===== src/rtl/sdram_pip_reader_if.sv =====
// Pixel-side bundle between the PIP reader, its two SDRAM read FIFOs and the VGA stage.
// Handshake: iREQ is a one-cycle pixel request with no back-pressure; every request not
// cancelled by a coincident iFRAME_START yields exactly one oVALID cycle two clocks later.
interface sdram_pip_reader_if #(
  parameter int DW = 16
);
  logic          iFRAME_START;
  logic          iREQ;
  logic [DW-1:0] RD1_DATA;
  logic          RD1_EMPTY;
  logic [8:0]    RD1_USE;
  logic [DW-1:0] RD2_DATA;
  logic          RD2_EMPTY;
  logic          RD1;
  logic          RD2;
  logic          RD_LOAD;
  logic [DW-1:0] oDATA;
  logic          oVALID;
  logic          oUNDERRUN;

  modport master (
    input  iFRAME_START, iREQ, RD1_DATA, RD1_EMPTY, RD1_USE, RD2_DATA, RD2_EMPTY,
    output RD1, RD2, RD_LOAD, oDATA, oVALID, oUNDERRUN
  );

  modport slave (
    output iFRAME_START, iREQ, RD1_DATA, RD1_EMPTY, RD1_USE, RD2_DATA, RD2_EMPTY,
    input  RD1, RD2, RD_LOAD, oDATA, oVALID, oUNDERRUN
  );
endinterface


===== src/rtl/sdram_pip_reader.sv =====
// Pops main and inset read FIFOs in raster order and muxes the inset over the main image.
// Optional macro PIP_BORDER_EN: paint the inset's outer edge pixels white.
module sdram_pip_reader #(
  parameter int            DW        = 16,
  parameter int            H_ACT     = 640,
  parameter int            V_ACT     = 480,
  parameter int            PIP_X     = 304,
  parameter int            PIP_Y     = 16,
  parameter int            PIP_W     = 320,
  parameter int            PIP_H     = 240,
  parameter int            LOAD_CYC  = 4,
  parameter int            FILL_LVL  = 64,
  parameter logic [DW-1:0] BLANK_PIX = 16'h0000
) (
  input  logic                CLK,
  input  logic                RESET_N,
  sdram_pip_reader_if.master  bus,
  output logic [2:0]          dbg_state
);

  typedef enum logic [2:0] {IDLE, LOAD, FILL, ACTIVE, DONE} state_t;

  localparam logic [10:0] X0   = 11'(PIP_X);
  localparam logic [10:0] X1   = 11'(PIP_X + PIP_W);
  localparam logic [10:0] Y0   = 11'(PIP_Y);
  localparam logic [10:0] Y1   = 11'(PIP_Y + PIP_H);
  localparam logic [10:0] XL   = 11'(H_ACT - 1);
  localparam logic [10:0] YL   = 11'(V_ACT - 1);
  localparam logic [7:0]  LC   = 8'(LOAD_CYC - 1);
  localparam logic [8:0]  FL   = 9'(FILL_LVL);

  state_t        state;
  logic [10:0]   x, y;
  logic [7:0]    load_cnt;
  logic          s1_req, s1_blank, s1_under, s1_win;
  logic          rd_load_r, valid_r, underrun_r;
  logic [DW-1:0] data_r, pix_sel;
  logic          restart, accept, inwin, under;

  always_comb begin
    restart = bus.iFRAME_START && (state != LOAD);
    accept  = bus.iREQ && (state == ACTIVE) && !restart;
    inwin   = (x >= X0) && (x < X1) && (y >= Y0) && (y < Y1);
    under   = accept && (bus.RD1_EMPTY || (inwin && bus.RD2_EMPTY));
  end

  // Main FIFO pops on every active pixel, covered or not, so the main stream stays aligned.
  assign bus.RD1 = accept && !bus.RD1_EMPTY;
  assign bus.RD2 = accept && inwin && !bus.RD2_EMPTY;

`ifdef PIP_BORDER_EN
  logic s1_border, border;
  assign border = inwin && ((x == X0) || (x == X1 - 11'd1) || (y == Y0) || (y == Y1 - 11'd1));
`endif

  always_comb begin
    pix_sel = bus.RD1_DATA;
    if (s1_blank) pix_sel = BLANK_PIX;
    else if (s1_win) begin
`ifdef PIP_BORDER_EN
      pix_sel = s1_border ? {DW{1'b1}} : bus.RD2_DATA;
`else
      pix_sel = bus.RD2_DATA;
`endif
    end
  end

  always_ff @(posedge CLK or negedge RESET_N) begin
    if (!RESET_N) begin
      state      <= IDLE;
      x          <= '0;
      y          <= '0;
      load_cnt   <= '0;
      s1_req     <= 1'b0;
      s1_blank   <= 1'b1;
      s1_under   <= 1'b0;
      s1_win     <= 1'b0;
`ifdef PIP_BORDER_EN
      s1_border  <= 1'b0;
`endif
      rd_load_r  <= 1'b0;
      valid_r    <= 1'b0;
      underrun_r <= 1'b0;
      data_r     <= BLANK_PIX;
    end else begin
      // Stage 1: decisions taken at request time, aligned with the FIFO q one clock later.
      s1_req   <= bus.iREQ && !restart;
      s1_blank <= !accept || under;
      s1_under <= under;
      s1_win   <= inwin;
`ifdef PIP_BORDER_EN
      s1_border <= border;
`endif
      valid_r <= s1_req;
      data_r  <= pix_sel;
      if (restart) underrun_r <= 1'b0;
      else if (s1_req && s1_under) underrun_r <= 1'b1;

      if (restart) begin
        state     <= LOAD;
        x         <= '0;
        y         <= '0;
        load_cnt  <= '0;
        rd_load_r <= 1'b1;
      end else begin
        case (state)
          LOAD: begin
            if (load_cnt == LC) begin
              state     <= FILL;
              rd_load_r <= 1'b0;
            end else begin
              load_cnt <= load_cnt + 8'd1;
            end
          end
          FILL: if (bus.RD1_USE >= FL) state <= ACTIVE;
          ACTIVE: begin
            if (accept) begin
              if (x == XL) begin
                x <= '0;
                if (y == YL) begin
                  y     <= '0;
                  state <= DONE;
                end else begin
                  y <= y + 11'd1;
                end
              end else begin
                x <= x + 11'd1;
              end
            end
          end
          default: ;
        endcase
      end
    end
  end

  assign bus.RD_LOAD   = rd_load_r;
  assign bus.oVALID    = valid_r;
  assign bus.oDATA     = data_r;
  assign bus.oUNDERRUN = underrun_r;
  assign dbg_state     = state;

endmodule


===== src/flat_wrapper.sv =====
// flat-port wrapper written by rule: the top's interface ports become plain ports
module sdram_pip_reader_flat 
#(
  parameter int            DW        = 16,
  parameter int            H_ACT     = 640,
  parameter int            V_ACT     = 480,
  parameter int            PIP_X     = 304,
  parameter int            PIP_Y     = 16,
  parameter int            PIP_W     = 320,
  parameter int            PIP_H     = 240,
  parameter int            LOAD_CYC  = 4,
  parameter int            FILL_LVL  = 64,
  parameter logic [DW-1:0] BLANK_PIX = 16'h0000
)
  (CLK, RESET_N, dbg_state, bus_iFRAME_START, bus_iREQ, bus_RD1_DATA, bus_RD1_EMPTY, bus_RD1_USE, bus_RD2_DATA, bus_RD2_EMPTY, bus_RD1, bus_RD2, bus_RD_LOAD, bus_oDATA, bus_oVALID, bus_oUNDERRUN);
  sdram_pip_reader_if #(.DW(DW)) bus_i ();
  input  logic CLK;
  input  logic RESET_N;
  output logic [2:0] dbg_state;
  input wire logic [$bits(bus_i.iFRAME_START)-1:0] bus_iFRAME_START;
  input wire logic [$bits(bus_i.iREQ)-1:0] bus_iREQ;
  input wire logic [$bits(bus_i.RD1_DATA)-1:0] bus_RD1_DATA;
  input wire logic [$bits(bus_i.RD1_EMPTY)-1:0] bus_RD1_EMPTY;
  input wire logic [$bits(bus_i.RD1_USE)-1:0] bus_RD1_USE;
  input wire logic [$bits(bus_i.RD2_DATA)-1:0] bus_RD2_DATA;
  input wire logic [$bits(bus_i.RD2_EMPTY)-1:0] bus_RD2_EMPTY;
  output wire logic [$bits(bus_i.RD1)-1:0] bus_RD1;
  output wire logic [$bits(bus_i.RD2)-1:0] bus_RD2;
  output wire logic [$bits(bus_i.RD_LOAD)-1:0] bus_RD_LOAD;
  output wire logic [$bits(bus_i.oDATA)-1:0] bus_oDATA;
  output wire logic [$bits(bus_i.oVALID)-1:0] bus_oVALID;
  output wire logic [$bits(bus_i.oUNDERRUN)-1:0] bus_oUNDERRUN;
  assign bus_i.iFRAME_START = bus_iFRAME_START;
  assign bus_i.iREQ = bus_iREQ;
  assign bus_i.RD1_DATA = bus_RD1_DATA;
  assign bus_i.RD1_EMPTY = bus_RD1_EMPTY;
  assign bus_i.RD1_USE = bus_RD1_USE;
  assign bus_i.RD2_DATA = bus_RD2_DATA;
  assign bus_i.RD2_EMPTY = bus_RD2_EMPTY;
  assign bus_RD1 = bus_i.RD1;
  assign bus_RD2 = bus_i.RD2;
  assign bus_RD_LOAD = bus_i.RD_LOAD;
  assign bus_oDATA = bus_i.oDATA;
  assign bus_oVALID = bus_i.oVALID;
  assign bus_oUNDERRUN = bus_i.oUNDERRUN;
  sdram_pip_reader #(.DW(DW), .H_ACT(H_ACT), .V_ACT(V_ACT), .PIP_X(PIP_X), .PIP_Y(PIP_Y), .PIP_W(PIP_W), .PIP_H(PIP_H), .LOAD_CYC(LOAD_CYC), .FILL_LVL(FILL_LVL), .BLANK_PIX(BLANK_PIX)) u_core (.CLK(CLK), .RESET_N(RESET_N), .bus(bus_i), .dbg_state(dbg_state));
endmodule

===== config.mk =====
export PLATFORM = sky130hd
export DESIGN_NAME = sdram_pip_reader_flat
export DESIGN_NICKNAME = d
export VERILOG_FILES = /design/src/rtl/sdram_pip_reader_if.sv /design/src/rtl/sdram_pip_reader.sv /design/src/flat_wrapper.sv
export SDC_FILE = /design/constraint.sdc
export NUM_CORES = 1
export LEC_CHECK = 0
export ABC_CLOCK_PERIOD_IN_PS = 2710
export BUFFER_PORTS_ARGS = -buffer_cell sky130_fd_sc_hd__buf_4
export CAP_MARGIN = 0
export CORE_UTILIZATION = 40
export CTS_CLUSTER_SIZE = 8
export DETAILED_ROUTE_END_ITERATION = 6
export GPL_ROUTABILITY_DRIVEN = 0
export GPL_TIMING_DRIVEN = 1
export PLACE_DENSITY = 0.63
export SYNTH_ARGS = -nofsm -noshare
export SYNTH_HDL_FRONTEND = slang
export SYNTH_SLANG_ARGS = --single-unit

===== constraint.sdc =====
create_clock -name CLK -period 2.71 [get_ports CLK]
set_clock_uncertainty 0.05 [all_clocks]
set_input_delay 0.6775 -clock CLK [delete_from_list [all_inputs] [get_ports CLK]]
set_output_delay 0.6775 -clock CLK [all_outputs]
set_load 0.02 [all_outputs]

## Word level (Yosys, flattened, before mapping)

Index checks and enable logic that the tools add are counted.

| storage, ports and cells | value |
|---|---|
| bits in registers | 56 |
| output and inout port bits | 24 |
| word-level logic and storage cells | 90 |

| cells by class | value |
|---|---|
| add/subtract/negate cells | 3 |
| equal/unequal tests | 13 |
| magnitude comparators | 5 |
| mux-type cells | 26 |
| reduce and logical (&&, ||, !) cells | 31 |

Operator list:

| cell | number |
|---|---|
| 11-bit two-way mux | 9 |
| 16-bit two-way mux | 2 |
| 8-bit two-way mux | 3 |
| 11-bit by 1-bit adder with 11-bit output, second input constant | 2 |
| 3-bit two-way mux | 6 |
| 1-bit logical AND | 13 |
| 3-bit by 1-bit != test with 1-bit output, second input constant | 4 |
| 2-bit nonzero test | 6 |
| 11-bit by 10-bit == test with 1-bit output, second input constant | 1 |
| 11-bit by 9-bit == test with 1-bit output, second input constant | 1 |
| 11-bit by 5-bit greater-or-equal comparator with 1-bit output, second input constant | 1 |
| 11-bit by 9-bit greater-or-equal comparator with 1-bit output, second input constant | 1 |
| 11-bit by 10-bit < comparator with 1-bit output, second input constant | 1 |
| 11-bit by 9-bit < comparator with 1-bit output, second input constant | 1 |
| 9-bit by 7-bit greater-or-equal comparator with 1-bit output, second input constant | 1 |
| 3-bit case mux with 3 select lines | 1 |
| 8-bit by 1-bit adder with 8-bit output, second input constant | 1 |
| 8-bit by 2-bit == test with 1-bit output, second input constant | 1 |
| 3-bit by 2-bit == test with 1-bit output, second input constant | 2 |
| 3-bit by 2-bit != test with 1-bit output, second input constant | 2 |
| 2-bit AND reduction | 3 |
| 6-bit AND reduction | 1 |
| 1-bit two-way mux | 5 |
| 1-bit zero test | 4 |
| 5 further kinds | 6 |

## Depth between registers and ports, before layout

| depth | value |
|---|---|
| word-level depth | 8 |
| gate-level depth with buffers | 7 |
| mapped depth without buffers | 6 |

## Worst setup path after synthesis

Ideal clock, no wire load.

| timing | value |
|---|---|
| kind | input to output |
| from | input bus_iFRAME_START |
| to | output bus_RD2 |
| arrival | 1.686 ns |
| setup slack | 0.296 ns |
| required time | 1.982 ns |
| cell stages on the path | 4 |
| path through | buf_2 -> nor2b_1 -> nand2_1 -> nor3b_1 |

| between the ends | value |
|---|---|
| longest elaborated chain between the ends | 5 |

Ends and longest elaborated chain:

| item | line | text |
|---|---|---|
| start: declaration | flat_wrapper.sv:20 | `input wire logic [$bits(bus_i.iFRAME_START)-1:0] bus_iFRAME_START;` |
| 1-bit logical AND | sdram_pip_reader.sv:41 | `restart = bus.iFRAME_START && (state != LOAD);` |
| 1-bit zero test | sdram_pip_reader.sv:42 | `accept = bus.iREQ && (state == ACTIVE) && !restart;` |
| 1-bit logical AND | sdram_pip_reader.sv:42 |  |
| 1-bit logical AND (2 in a row) | sdram_pip_reader.sv:49 | `assign bus.RD2 = accept && inwin && !bus.RD2_EMPTY;` |
| end: declaration | flat_wrapper.sv:28 | `output wire logic [$bits(bus_i.RD2)-1:0] bus_RD2;` |

Every way passes these cells.

## Final worst setup path

| timing | value |
|---|---|
| from | register u_core.y[8] |
| to | output bus_RD2 |

| between the ends | value |
|---|---|
| longest elaborated chain between the ends | 5 |
| elaborated cells on any way between the ends | 6 |
| classes of those cells | 2 x order compare; 4 x reduce/logical |

Ends and longest elaborated chain:

| item | line | text |
|---|---|---|
| start: declaration | sdram_pip_reader.sv:33 | `logic [10:0] x, y;` |
| start signal: assignment | sdram_pip_reader.sv:124 | `y <= y + 11'd1;` |
| 11-bit by 5-bit greater-or-equal comparator with 1-bit output | sdram_pip_reader.sv:43 | `inwin = (x >= X0) && (x < X1) && (y >= Y0) && (y < Y1);` |
| 1-bit logical AND | sdram_pip_reader.sv:43 |  |
| 1-bit logical AND * | sdram_pip_reader.sv:43 |  |
| named net u_core.inwin | sdram_pip_reader.sv:38 | `logic restart, accept, inwin, under;` |
| 1-bit logical AND * (2 in a row) | sdram_pip_reader.sv:49 |  |

Mark *: on every way through the listed nets, which the timed path passes. The rest lies on a longest branch.

==> impl_metrics.tcl <==
set metrics [dict create \
    report.final.slew_viol_count 0 \
    rr_startpoint "u_core.x[0]" \
    grt_pass1_vias 2095 \
    postCtsSetupBuffers 0 \
    ys.warnings.count 0 \
    fin_nets 384 \
    antenna_left 0 \
    hold_buffers 0 \
    worstHoldEndpoint "u_core.bus.oVALID" \
    max_freq_mhz 394 \
    powerDensity_mw_per_mm2 675 \
    hp-class "reg2reg" \
    wl_per_cell_um 14.0 \
    endpoint_kind "output pin" \
    clk_transition_reported_paths_ns 0.11 \
    hold_viol_final 0 \
    netlist_instances 270 \
    avgSynthCellArea_sq_um 10.1 \
    slew_headroom_pct 43.8 \
    dp_cells 404 \
    num_antenna_cells 0 \
    die_area_sq_mm 0.00712 \
    vias 2142 \
    leakage_nw 1.53 \
    path_max_fanout 4 \
    critical_path.top_delay_family "simple AND/OR/NAND/NOR gates" \
    finalWirelength_mm 5.77 \
    tns_ns 0 \
    ioPinCount 71 \
    die_x_um 84.4 \
    antenna_found_initial 0 \
    r2r_end "u_core.y[2]" \
    peakVddDrop_v 0.000378 \
    setup_violations 0 \
    async_flop_share_pct 100 \
    crit_buf_inv 1 \
    required_ns 1.98 \
    die_y_um 84.4 \
    drive_gt1_share_pct 24.8 \
    crit_type "reg2out" \
    outcome "finished, violations left" \
    port_buffers 64 \
    fin_crit_ns 2.53 \
    viasPerCell 5.20 \
    core_sq_mm 0.00646 \
    ff2ff_setup_slack_ns 0.49 \
    start_util_pct 42.0 \
    cp_slowest_cell "dfrtp_1" \
    syn_area_sq_mm 0.00272 \
    drc 6 \
    drv_cap 0 \
    crit_chain "nor4_1, o41ai_1, nor2_1, nor3b_1, buf_4" \
    fill_cells 595 \
    hold_start "u_core.s1_req" \
    cts_buffers 5 \
    worst_slew_pin_slew_ns 0.842 \
    grt_pass1_wl_mm 9.72 \
    area.sequential_sq_mm 0.00140 \
    violations "DRC" \
    rsz0062_at_grt "no" \
    synth-seq-area-share_pct 51.7 \
    finalPower_mw 2.29 \
    final.period_utilization_pct 93.5 \
    yosysUniqueCellTypes 47 \
    cts_tree "built" \
    area_delta_synth_final_pct 24.7 \
    critPathArrivalTime_ns 1.81 \
    fin_cells 412 \
    h-tree-depth 2 \
    grt-ovfl-total 0 \
    cts_resized 0 \
    first_pass_iters 7 \
    synth-main-ff-cell "dfrtp_1" \
    critPathLaunchType "flip-flop" \
    grt_max_degree 57 \
    hpwl_mm 4.06 \
    ff2ff_path_depth 6 \
    critPathMaxStageDelay_ns 0.42 \
    worstHoldPathCells 0 \
    cts_root_buffer "clkbuf_8" \
    multi_input_area_sq_mm 0.00125 \
    cts.sinks 56 \
    worst_skew_pair.late_latency_ns 0.31 \
    cts_max_path_buffers 2 \
    ys_ff_latch 56 \
    synthesis.nets 320 \
    drt-initial-drc-count 111 \
    synth-edff-count 0 \
    track_usage_pct 17.3 \
    num_rows 29 \
]
-- flip-flops by register name, indices dropped and copies added (netlist names) --
register,flops
u_core.bus.RD_LOAD,1
u_core.bus.oUNDERRUN,1
u_core.x,11
u_core.s1_under,1
u_core.load_cnt,8
u_core.bus.oVALID,1
u_core.bus.oDATA,16
u_core.s1_blank,1
u_core.s1_req,1
u_core.y,11
u_core.dbg_state,3
u_core.s1_win,1
-- placed cells by master, fill, tap and decap left out, types with 2 or more instances in the layout --
cell type / synthesis / final
buf_4: 1 / 67
dfrtp_1: 55 / 55
nor2_1: 46 / 46
nand2_1: 21 / 21
mux2i_1: 17 / 17
o21ai_0: 13 / 13
xnor2_1: 12 / 12
nand3_1: 11 / 11
nor3_1: 8 / 8
and3_1: 7 / 7
a21oi_1: 6 / 6
xor2_1: 6 / 6
nand4_1: 6 / 6
clkbuf_8: 0 / 5
nor4_1: 4 / 4
inv_1: 4 / 4
nor3b_1: 4 / 4
o41ai_1: 3 / 3
o21ai_1: 3 / 3
a31oi_1: 3 / 3
ha_1: 3 / 3
and2_1: 2 / 2
mux2_2: 2 / 2
o21a_1: 2 / 2
or3_1: 2 / 2
clkinv_4: 0 / 2
-- where the power goes --
| part | switching, mW | internal [mW] |
|---|---|---|
| Sequential | 0.118 | 0.941 |
| Clock | 0.284 | 0.279 |
| Combinational | 0.394 | 0.271 |
-- worst max-delay path by stage --
stage                     start  endpoint  slack [ns]  depth (start not counted)
2_1_floorplan  bus_iFRAME_START   bus_RD2        0.30                          4
3_3_place_gp           bus_iREQ   bus_RD2        0.44                          5
3_5_place_dp           bus_iREQ   bus_RD2        0.42                          5
4_1_cts             u_core.y[8]   bus_RD2        0.16                          5
5_1_grt             u_core.y[9]   bus_RD2        0.08                          5
6_report            u_core.y[8]   bus_RD2        0.18                          5
-- per-stage QoR --
| stage | utilization [%] | cell area [sq um] | hold slack (ns) | worst slack (ns) |
|---|---|---|---|---|
| finish | 52.4 | 3390 | 0.337 | 0.175 |
| CTS | 52.4 | 3390 | 0.341 | 0.157 |
| global placement | 50.6 | 3270 | 0.317 | 0.436 |
| global route | 52.4 | 3390 | 0.351 | 0.0847 |
| floorplan | - | 2720 | 0.304 | 0.296 |
| detailed placement | 50.6 | 3270 | 0.315 | 0.423 |
-- routing by layer --
metal  global-route usage (%)  share of wire [%]  up-vias
met2                     27.6                 47       55
met1                     23.1                 47     1006
met4                     7.40                1.7        0
li1                         -                  -     1074
met5                        0                  0        -
met3                     3.64                5.0        7
-- worst register-to-register path, stage by stage (launching register included) --
cell      delay, ns
dfrtp_1        0.42
ha_1           0.21
and3_1         0.28
and3_1         0.24
nand2b_1       0.13
a21oi_1        0.65
nor2_1         0.12
-- synthesized netlist by cell type (2+ instances only) --
library cell,count,share of area [%]
buf_2,3,0.55
ha_1,3,1.4
nand4_1,6,1.4
mux2i_1,17,6.3
o21a_1,2,0.55
nand2_1,21,2.9
xor2_1,6,1.9
and3_1,7,1.6
a31oi_1,3,0.69
nand3_1,11,2.0
and2_1,2,0.46
o21ai_0,13,2.4
nor3b_1,4,1.1
nor3_1,8,1.5
or3_1,2,0.46
xnor2_1,12,3.9
dfrtp_1,55,51
clkbuf_1,4,0.55
o21ai_1,3,0.55
o41ai_1,3,0.97
buf_1,2,0.28
a21oi_1,6,1.1
inv_1,4,0.55
nor4_1,4,0.92
mux2_2,2,0.83
nor2_1,46,6.4
-- final cells by class --
cell class | instances | area share, %
flip-flops and latches | 56 | 41.4
multi-input cells | 200 | 37.0
repair buffers | 67 | 14.9
well taps | 77 | 2.85
clock buffers | 5 | 2.03
clock inverters | 3 | 1.40
inverters | 4 | 0.443
-- logic make-up after synthesis --
logic type | after synthesis | share of synthesized area [%]
simple gates | 121 | 22.1
flops | 56 | 51.7
compound gates | 39 | 9.72
mux | 19 | 7.10
xor+xnor | 18 | 5.81
buf+inv | 14 | 2.21
fa+ha+maj | 3 | 1.38
(Power assumes the default switching activity.)
